==> src/rtl/uart_rx_fifo_ctrl.sv <==
// 16-entry UART receive FIFO: stores {FE,PE,data}, generates level/timeout/error status,
// and serves RBR (data pop) and LSR (status) reads on the DSP bus.
module uart_rx_fifo_ctrl #(
  parameter int DEPTH    = 16,
  parameter int TO_TICKS = 640
) (
  input  logic        DSP_CLK,
  input  logic        RESETn,
  input  logic        BaudTick16,
  input  logic        RxWrEn,
  input  logic [7:0]  RxWrData,
  input  logic        RxWrPE,
  input  logic        RxWrFE,
  input  logic        DSP_CEn,
  input  logic [3:0]  DSP_ADDR,
  input  logic        DSP_WEn,
  output logic [31:0] DSP_RDATA,
  output logic        RxFIFO_Empty,
  output logic        RxFIFO_L2_Full,
  output logic        RxFIFO_L4_Full,
  output logic        RxFIFO_L8_Full,
  output logic        RxFIFO_L12_Full,
  output logic        RxFIFO_L14_Full,
  output logic        RxTimeOut,
  output logic        ParityError,
  output logic        FrameError,
  output logic        OverrunError
);

  localparam logic [4:0] FULL_CNT = 5'(DEPTH);
  localparam logic [9:0] TO_MAX   = 10'(TO_TICKS);
  localparam logic [3:0] ADDR_RBR = 4'b0000;
  localparam logic [3:0] ADDR_LSR = 4'b0001;

  logic [9:0]  mem [16];
  logic [3:0]  wr_ptr_q, wr_ptr_d;
  logic [3:0]  rd_ptr_q, rd_ptr_d;
  logic [4:0]  count_q, count_d;
  logic        ovr_q, ovr_d;
  logic [9:0]  to_cnt_q, to_cnt_d;
  logic [31:0] rdata_q, rdata_d;
  logic        rd_acc_q;

  logic        rd_acc_s;
  logic        rd_ev_s;
  logic        empty_s;
  logic        full_s;
  logic        pop_s;
  logic        push_ok_s;
  logic        ovr_set_s;
  logic [9:0]  head_s;

  assign rd_acc_s  = ~DSP_CEn & DSP_WEn;
  // One access event per chip-enable-low burst.
  assign rd_ev_s   = rd_acc_s & ~rd_acc_q;
  assign empty_s   = (count_q == 5'd0);
  assign full_s    = (count_q == FULL_CNT);
  assign head_s    = mem[rd_ptr_q];
  assign pop_s     = rd_ev_s & (DSP_ADDR == ADDR_RBR) & ~empty_s;
  // A pop in the same cycle frees the slot, so a push at full still lands.
  assign push_ok_s = RxWrEn & (~full_s | pop_s);
  assign ovr_set_s = RxWrEn & full_s & ~pop_s;

  always_comb begin
    wr_ptr_d = wr_ptr_q;
    rd_ptr_d = rd_ptr_q;
    count_d  = count_q;
    ovr_d    = ovr_q;
    to_cnt_d = to_cnt_q;
    rdata_d  = rdata_q;

    if (push_ok_s) begin
      wr_ptr_d = wr_ptr_q + 4'd1;
    end else begin
      wr_ptr_d = wr_ptr_q;
    end

    if (pop_s) begin
      rd_ptr_d = rd_ptr_q + 4'd1;
    end else begin
      rd_ptr_d = rd_ptr_q;
    end

    case ({push_ok_s, pop_s})
      2'b10:   count_d = count_q + 5'd1;
      2'b01:   count_d = count_q - 5'd1;
      default: count_d = count_q;
    endcase

    // Overrun set takes priority over the LSR read clear.
    if (ovr_set_s) begin
      ovr_d = 1'b1;
    end else if (rd_ev_s && (DSP_ADDR == ADDR_LSR)) begin
      ovr_d = 1'b0;
    end else begin
      ovr_d = ovr_q;
    end

    if (RxWrEn || pop_s || empty_s) begin
      to_cnt_d = 10'd0;
    end else if (BaudTick16 && (to_cnt_q != TO_MAX)) begin
      to_cnt_d = to_cnt_q + 10'd1;
    end else begin
      to_cnt_d = to_cnt_q;
    end

    if (rd_ev_s) begin
      case (DSP_ADDR)
        ADDR_RBR: rdata_d = empty_s ? 32'd0 : {24'd0, head_s[7:0]};
        ADDR_LSR: rdata_d = {28'd0, (~empty_s & head_s[9]), (~empty_s & head_s[8]),
                             ovr_q, ~empty_s};
        default:  rdata_d = 32'd0;
      endcase
    end else begin
      rdata_d = rdata_q;
    end
  end

  always_ff @(posedge DSP_CLK or negedge RESETn) begin
    if (!RESETn) begin
      wr_ptr_q <= 4'd0;
      rd_ptr_q <= 4'd0;
      count_q  <= 5'd0;
      ovr_q    <= 1'b0;
      to_cnt_q <= 10'd0;
      rdata_q  <= 32'd0;
      rd_acc_q <= 1'b0;
    end else begin
      wr_ptr_q <= wr_ptr_d;
      rd_ptr_q <= rd_ptr_d;
      count_q  <= count_d;
      ovr_q    <= ovr_d;
      to_cnt_q <= to_cnt_d;
      rdata_q  <= rdata_d;
      rd_acc_q <= rd_acc_s;
    end
  end

  // Storage array is intentionally not reset.
  always_ff @(posedge DSP_CLK) begin
    if (push_ok_s) begin
      mem[wr_ptr_q] <= {RxWrFE, RxWrPE, RxWrData};
    end
  end

  assign DSP_RDATA       = rdata_q;
  assign OverrunError    = ovr_q;
  assign RxFIFO_Empty    = empty_s;
  assign RxFIFO_L2_Full  = (count_q >= 5'd2);
  assign RxFIFO_L4_Full  = (count_q >= 5'd4);
  assign RxFIFO_L8_Full  = (count_q >= 5'd8);
  assign RxFIFO_L12_Full = (count_q >= 5'd12);
  assign RxFIFO_L14_Full = (count_q >= 5'd14);
  assign ParityError     = ~empty_s & head_s[8];
  assign FrameError      = ~empty_s & head_s[9];
  assign RxTimeOut       = (to_cnt_q == TO_MAX) & ~empty_s;

endmodule

==> config.mk <==
export PLATFORM = sky130hd
export DESIGN_NAME = uart_rx_fifo_ctrl
export DESIGN_NICKNAME = d
export VERILOG_FILES = /design/src/rtl/uart_rx_fifo_ctrl.sv
export SDC_FILE = /design/constraint.sdc
export NUM_CORES = 1
export LEC_CHECK = 0
export ABC_AREA = 1
export BUFFER_PORTS_ARGS = -buffer_cell sky130_fd_sc_hd__buf_2
export CORE_ASPECT_RATIO = 0.7
export CORE_MARGIN = 10
export CORE_UTILIZATION = 60
export DETAILED_ROUTE_END_ITERATION = 12
export PLACE_DENSITY = 0.89
export SYNTH_ARGS = -nofsm -noshare
export SYNTH_HDL_FRONTEND = slang
export SYNTH_SLANG_ARGS = --single-unit
export TNS_END_PERCENT = 20
==> constraint.sdc <==
create_clock -name DSP_CLK -period 2.8 [get_ports DSP_CLK]
set_input_delay 0.42 -clock DSP_CLK [delete_from_list [all_inputs] [get_ports DSP_CLK]]
set_output_delay 0.42 -clock DSP_CLK [all_outputs]
set_load 0.03 [all_outputs]
* After elaboration in Yosys (flattened, before gate mapping)
Memories as Yosys holds them, arrays and structs flattened. Index checks and enable logic that the tools add are counted.
Word-level totals: memory bits (read-only) 0, logic and storage cells 58, input bits 20, output and inout bits 42, flip-flop bits (word level) 57, bits in writable memories 160, memories kept 1, latch bits 0
Operators by class: reduce and logical (&&, ||, !) cells 9, order comparisons 5, $add $sub $neg 5, muxes and demuxes 9, multipliers 0, bitwise logic cells 16, equality and inequality tests 6, div/mod/pow operators 0, shift-type cells 0
Memory list:
- mem | words 16, bits a word 10, rd ports 1, clocked after Yosys merged registers in 0, write ports 1, RTL line 35 | logic [9:0] mem [16];
Operators by type and width (count):
- $mux W10 | 2
- $pmux W8 S2 | 1
- $ge A5 B4 Y1 const B | 3
- $add A10 B1 Y10 const B | 1
- $and A1 B1 Y1 | 10
- $eq A10 B10 Y1 const B | 1
- $ne A10 B10 Y1 const B | 1
- $pmux W5 S2 | 1
- $add A4 B1 Y4 const B | 2
- $mux W8 | 1
- $reduce_bool A2 Y1 | 3
- $add A5 B1 Y5 const B | 1
- $eq A5 B5 Y1 const B | 1
- $ge A5 B2 Y1 const B | 1
- $ge A5 B3 Y1 const B | 1
- $logic_not A5 Y1 | 1
- $not A1 Y1 | 5
- $sub A5 B1 Y5 const B | 1
- $eq A4 B1 Y1 const B | 1
- $logic_not A4 Y1 | 1
- $mux W1 | 4
- $eq A2 B1 Y1 const B | 1
- $eq A2 B2 Y1 const B | 1
- $logic_and A1 B1 Y1 | 2
- other kinds (2) | 3

* Depth between registers and ports, before layout
word-level depth 9, gate-level depth with buffers 16, mapped depth without buffers 16

* Least setup slack after synthesis
OpenSTA, ideal clock, no wires.
path kind input -> register, start input port DSP_ADDR[3], end memory mem[0][0] (enable), path buffers 0, setup time 376 ps, stages 9, arrival 1724 ps, setup slack 700 ps, cells stage by stage nor2_1 -> nand2_1 -> nor2_8 -> nand2_4 -> nand2_2 -> nand2_2 -> inv_4 -> nand2_1 -> nor2_1
On the way: longest elaborated chain between the ends 7
Ends and longest elaborated chain:
- from (decl) | RTL line 15 | input logic [3:0] DSP_ADDR,
- $logic_not A4 Y1 | RTL line 59 | assign pop_s = rd_ev_s & (DSP_ADDR == ADDR_RBR) & ~empty_s;
- $and A1 B1 Y1 (2 in a row) | RTL line 59
- $or A1 B1 Y1 | RTL line 61 | assign push_ok_s = RxWrEn & (~full_s | pop_s);
- $and A1 B1 Y1 | RTL line 61
- $mux W1 | RTL line 141 | if (push_ok_s) begin
- $mux W1 (not written as such) | RTL line 142 | mem[wr_ptr_q] <= {RxWrFE, RxWrPE, RxWrData};
- to (decl) | RTL line 35
Every way passes these cells.

* Worst setup path after layout
start register rd_ptr_q[0], end output port ParityError
On the way: longest elaborated chain between the ends 2
Ends and longest elaborated chain:
- from (decl) | RTL line 37 | logic [3:0] rd_ptr_q, rd_ptr_d;
- from (signal assigned) | RTL line 130 | rd_ptr_q <= rd_ptr_d;
- $mem_v2 Z16 W10
- $and A1 B1 Y1 | RTL line 154 | assign ParityError = ~empty_s & head_s[8];
- to (decl) | RTL line 25 | output logic ParityError,
Every way passes these cells.

==> summary.md <==
| Metric | Value |
|---|---|
| Total negative slack | 0 ps |
| Maximum VDD drop | 0.5461 mV |
| First-pass detailed-route iteration total | 5 |
| Die area | 19160 um2 |
| Fmax | 0.3874 GHz |
| Pin count of the biggest net entering global routing | 55 |
| LEAKAGE | 3.552 nW |
| H-tree levels | 4 |
| Vias in the first global route | 5911 |
| Sequential share of the synthesized area | 67.21% |
| Final Setup Violations | 0 |
| Initial antenna violation count | 0 |
| Cell count after synthesis | 722 |
| RSZ-0062 raised after global routing | no |
| Asr flop ratio synth | 17.10% |
| DR WL/cell | 20.75 um |
| Crit Path Category | register to output port |
| Period utilisation layout | 92.20% |
| Vias | 5836 |
| Critical Path RT | 2380 ps |
| Port Buf Inserts | 37 |
| Ports | 62 |
| Synth warn | 0 |
| ANT nets after route | 0 |
| Power, Total | 0.008906 W |
| Via/cell ratio | 5.980 |
| Clock root buffer | clkbuf_16 |
| Power per Cell Area | 951.1 nW/um2 |
| Dpl cell area | 8772 um2 |
| Chip width | 161.2 um |
| Remaining DRCs | 0 |
| Worst Max-Slew Pin Slew | 788.4 ps |
| Min cycle time layout | 2582 ps |
| Clock slew at reported path FFs | 70 ps |
| R2r worst-path depth | 8 |
| Layout cell share with drive strength beyond 1 | 15.14% |
| Nets@finish | 802 |
| ANT cells | 0 |
| Synth area leader | edfxtp_1 |
| GPL Wtd Cong | 0.8847 |
| Main synth FF type | edfxtp_1 |
| Status | complete, no violations |
| CTS tree | done |
| CTS buffer count | 17 |
| Max-slew violations | 0 |
| WP data arrival | 2160 ps |
| Worst skew pair latency | 440 ps |
| Synth Register Bits | 193 |
| Cts hold-fix bufs | 0 |
| Post-synth top area share | 57.36% |
| Setup crit start kind | register |
| Cts repair resizes | 0 |
| Postcts setup bufs | 0 |
| Rel. slew slack | 47.44% |
| Layout area overhead | 11.78% |
| Cell variety after synth | 38 |
| Drt total wl | 20.25 mm |
| Hold_ws | 55.48 ps |
| Finished Cell Area | 9364 um2 |
| EDFF count, synth | 160 |
| CTS sink cnt | 193 |
| FP Rows | 36 |
| Top cells by count, synth | edfxtp_1, nor2_1, o21ai_0 |
| CTS max path bufs | 2 |
| Hold WC Path Type | primary input to asynchronous set/reset pin |
| Max_cap viols | 0 |
| Cell area after synthesis | 8377 um2 |
| First-pass GRT wire length | 32.37 mm |
| Core area | 13780 um2 |
| All-layer global routing usage | 21.63% |
| Starting Density | 60.78% |
| Total congestion overflow | 0 |
| Fillers | 920 |
| Final HPWL DP | 13.02 mm |
| Count leader, synth | edfxtp_1 |
| Final Skew | 9.055 ps |
| Initial drt markers | 756 |
| Critical Path End Type | output port |
| Syn_area_per_cell | 11.60 um2 |
| Die Ht | 118.9 um |
| Final-report hold violation count | 0 |
| Top post-synthesis cells by area | edfxtp_1, dfrtp_1, o21ai_0 |
| Crit Path Max Fanout | 35 |
[report_power, final]
part           switching [W]  leakage [nW]  total [W]  internal (W)
combinational        0.00202          1.39    0.00282      0.000802
clock                0.00113         0.295    0.00240       0.00127
sequential          0.000222          1.87    0.00368       0.00346
[cells by family (layout without fill, tap and decap cells)]
logic type | Yosys count | after routing | synth area share, %
AND/OR/NAND/NOR | 248 | 248 | 13.26
buffers and inverters | 103 | 144 | 5.975
AO/OA/AOI/OAI | 159 | 159 | 11.13
adder cells (fa/ha/maj) | 9 | 9 | 1.344
flip-flops | 193 | 193 | 67.21
XOR/XNOR | 9 | 9 | 1.031
other | 1 | 24 | 0.04477
[worst paths after layout]
path	from	end	slack, ps
min in group DSP_CLK	DSP_CEn	rd_acc_q$_DFF_PN0_	160
max in group asynchronous	RESETn	rd_ptr_q[0]$_DFFE_PN0N_	2200
hold / removal	RESETn	to_cnt_q[5]$_DFFE_PN0P_	60
setup reg to reg	rd_ptr_q[0]$_DFFE_PN0N_	DSP_RDATA[0]$_DFFE_PN0P_	540
setup / recovery	rd_ptr_q[0]$_DFFE_PN0N_	ParityError	220
hold reg to reg	DSP_RDATA[1]$_DFFE_PN0P_	DSP_RDATA[1]$_DFFE_PN0P_	520
[critical path: stages, from the launching register on]
cell and delay (ps):
dfrtp_2 380, clkinv_2 370, o21ai_0 410, o221ai_1 160
nand3_1 130, a21oi_1 80, buf_2 180
[layout by cell type, fill, tap and decap left out, drive strengths merged]
cell,synthesis,layout
xor2,9,9
o211ai,15,15
inv,46,52
nand3,30,30
o21ai,101,101
edfxtp,160,160
conb,1,24
clkbuf,18,19
o22ai,11,11
nor2,129,129
nor3,5,5
clkinv,2,9
o221ai,17,17
ha,9,9
nor4,2,2
dfrtp,33,33
nand2,75,75
nand4,6,6
a21oi,11,11
o21a,1,1
buf,37,64
a22o,1,1
and2,1,1
o2bb2ai,2,2
[layer usage]
metal / vias up / GRT usage (%) / wire length, um
met5: - / 0 / 0
met4: 0 / 8.900 / 488
met3: 43 / 4.164 / 1894
met2: 340 / 35.80 / 10050
met1: 2842 / 27.63 / 7821
li1: 2611 / - / -
[layout make-up]
type	instances	area, um2	area share (%)
clock buffers	19	475.5	5.077
clock inverters	13	111.4	1.189
inverters	48	183.9	1.964
multi-input cells	449	2332	24.91
flip-flops and latches	193	5632	60.14
well taps	190	237.7	2.539
repair buffers	64	391.6	4.182
[state kept, by name, summed over array words and instances (netlist names)]
signal / flops
mem: 160
to_cnt_q: 10
DSP_RDATA: 8
count_q: 5
rd_ptr_q: 4
wr_ptr_q: 4
OverrunError: 1
rd_acc_q: 1
[stage by stage]
stage	cells	worst slack [ps]	util (%)
floorplan	745	699.9	-
detailed placement	944	453.3	63.64
finish	976	218.4	67.94
global route	976	67.08	67.94
CTS	976	128.6	67.90
global placement	944	503.5	63.64
Power figures use the tool's default switching activity.
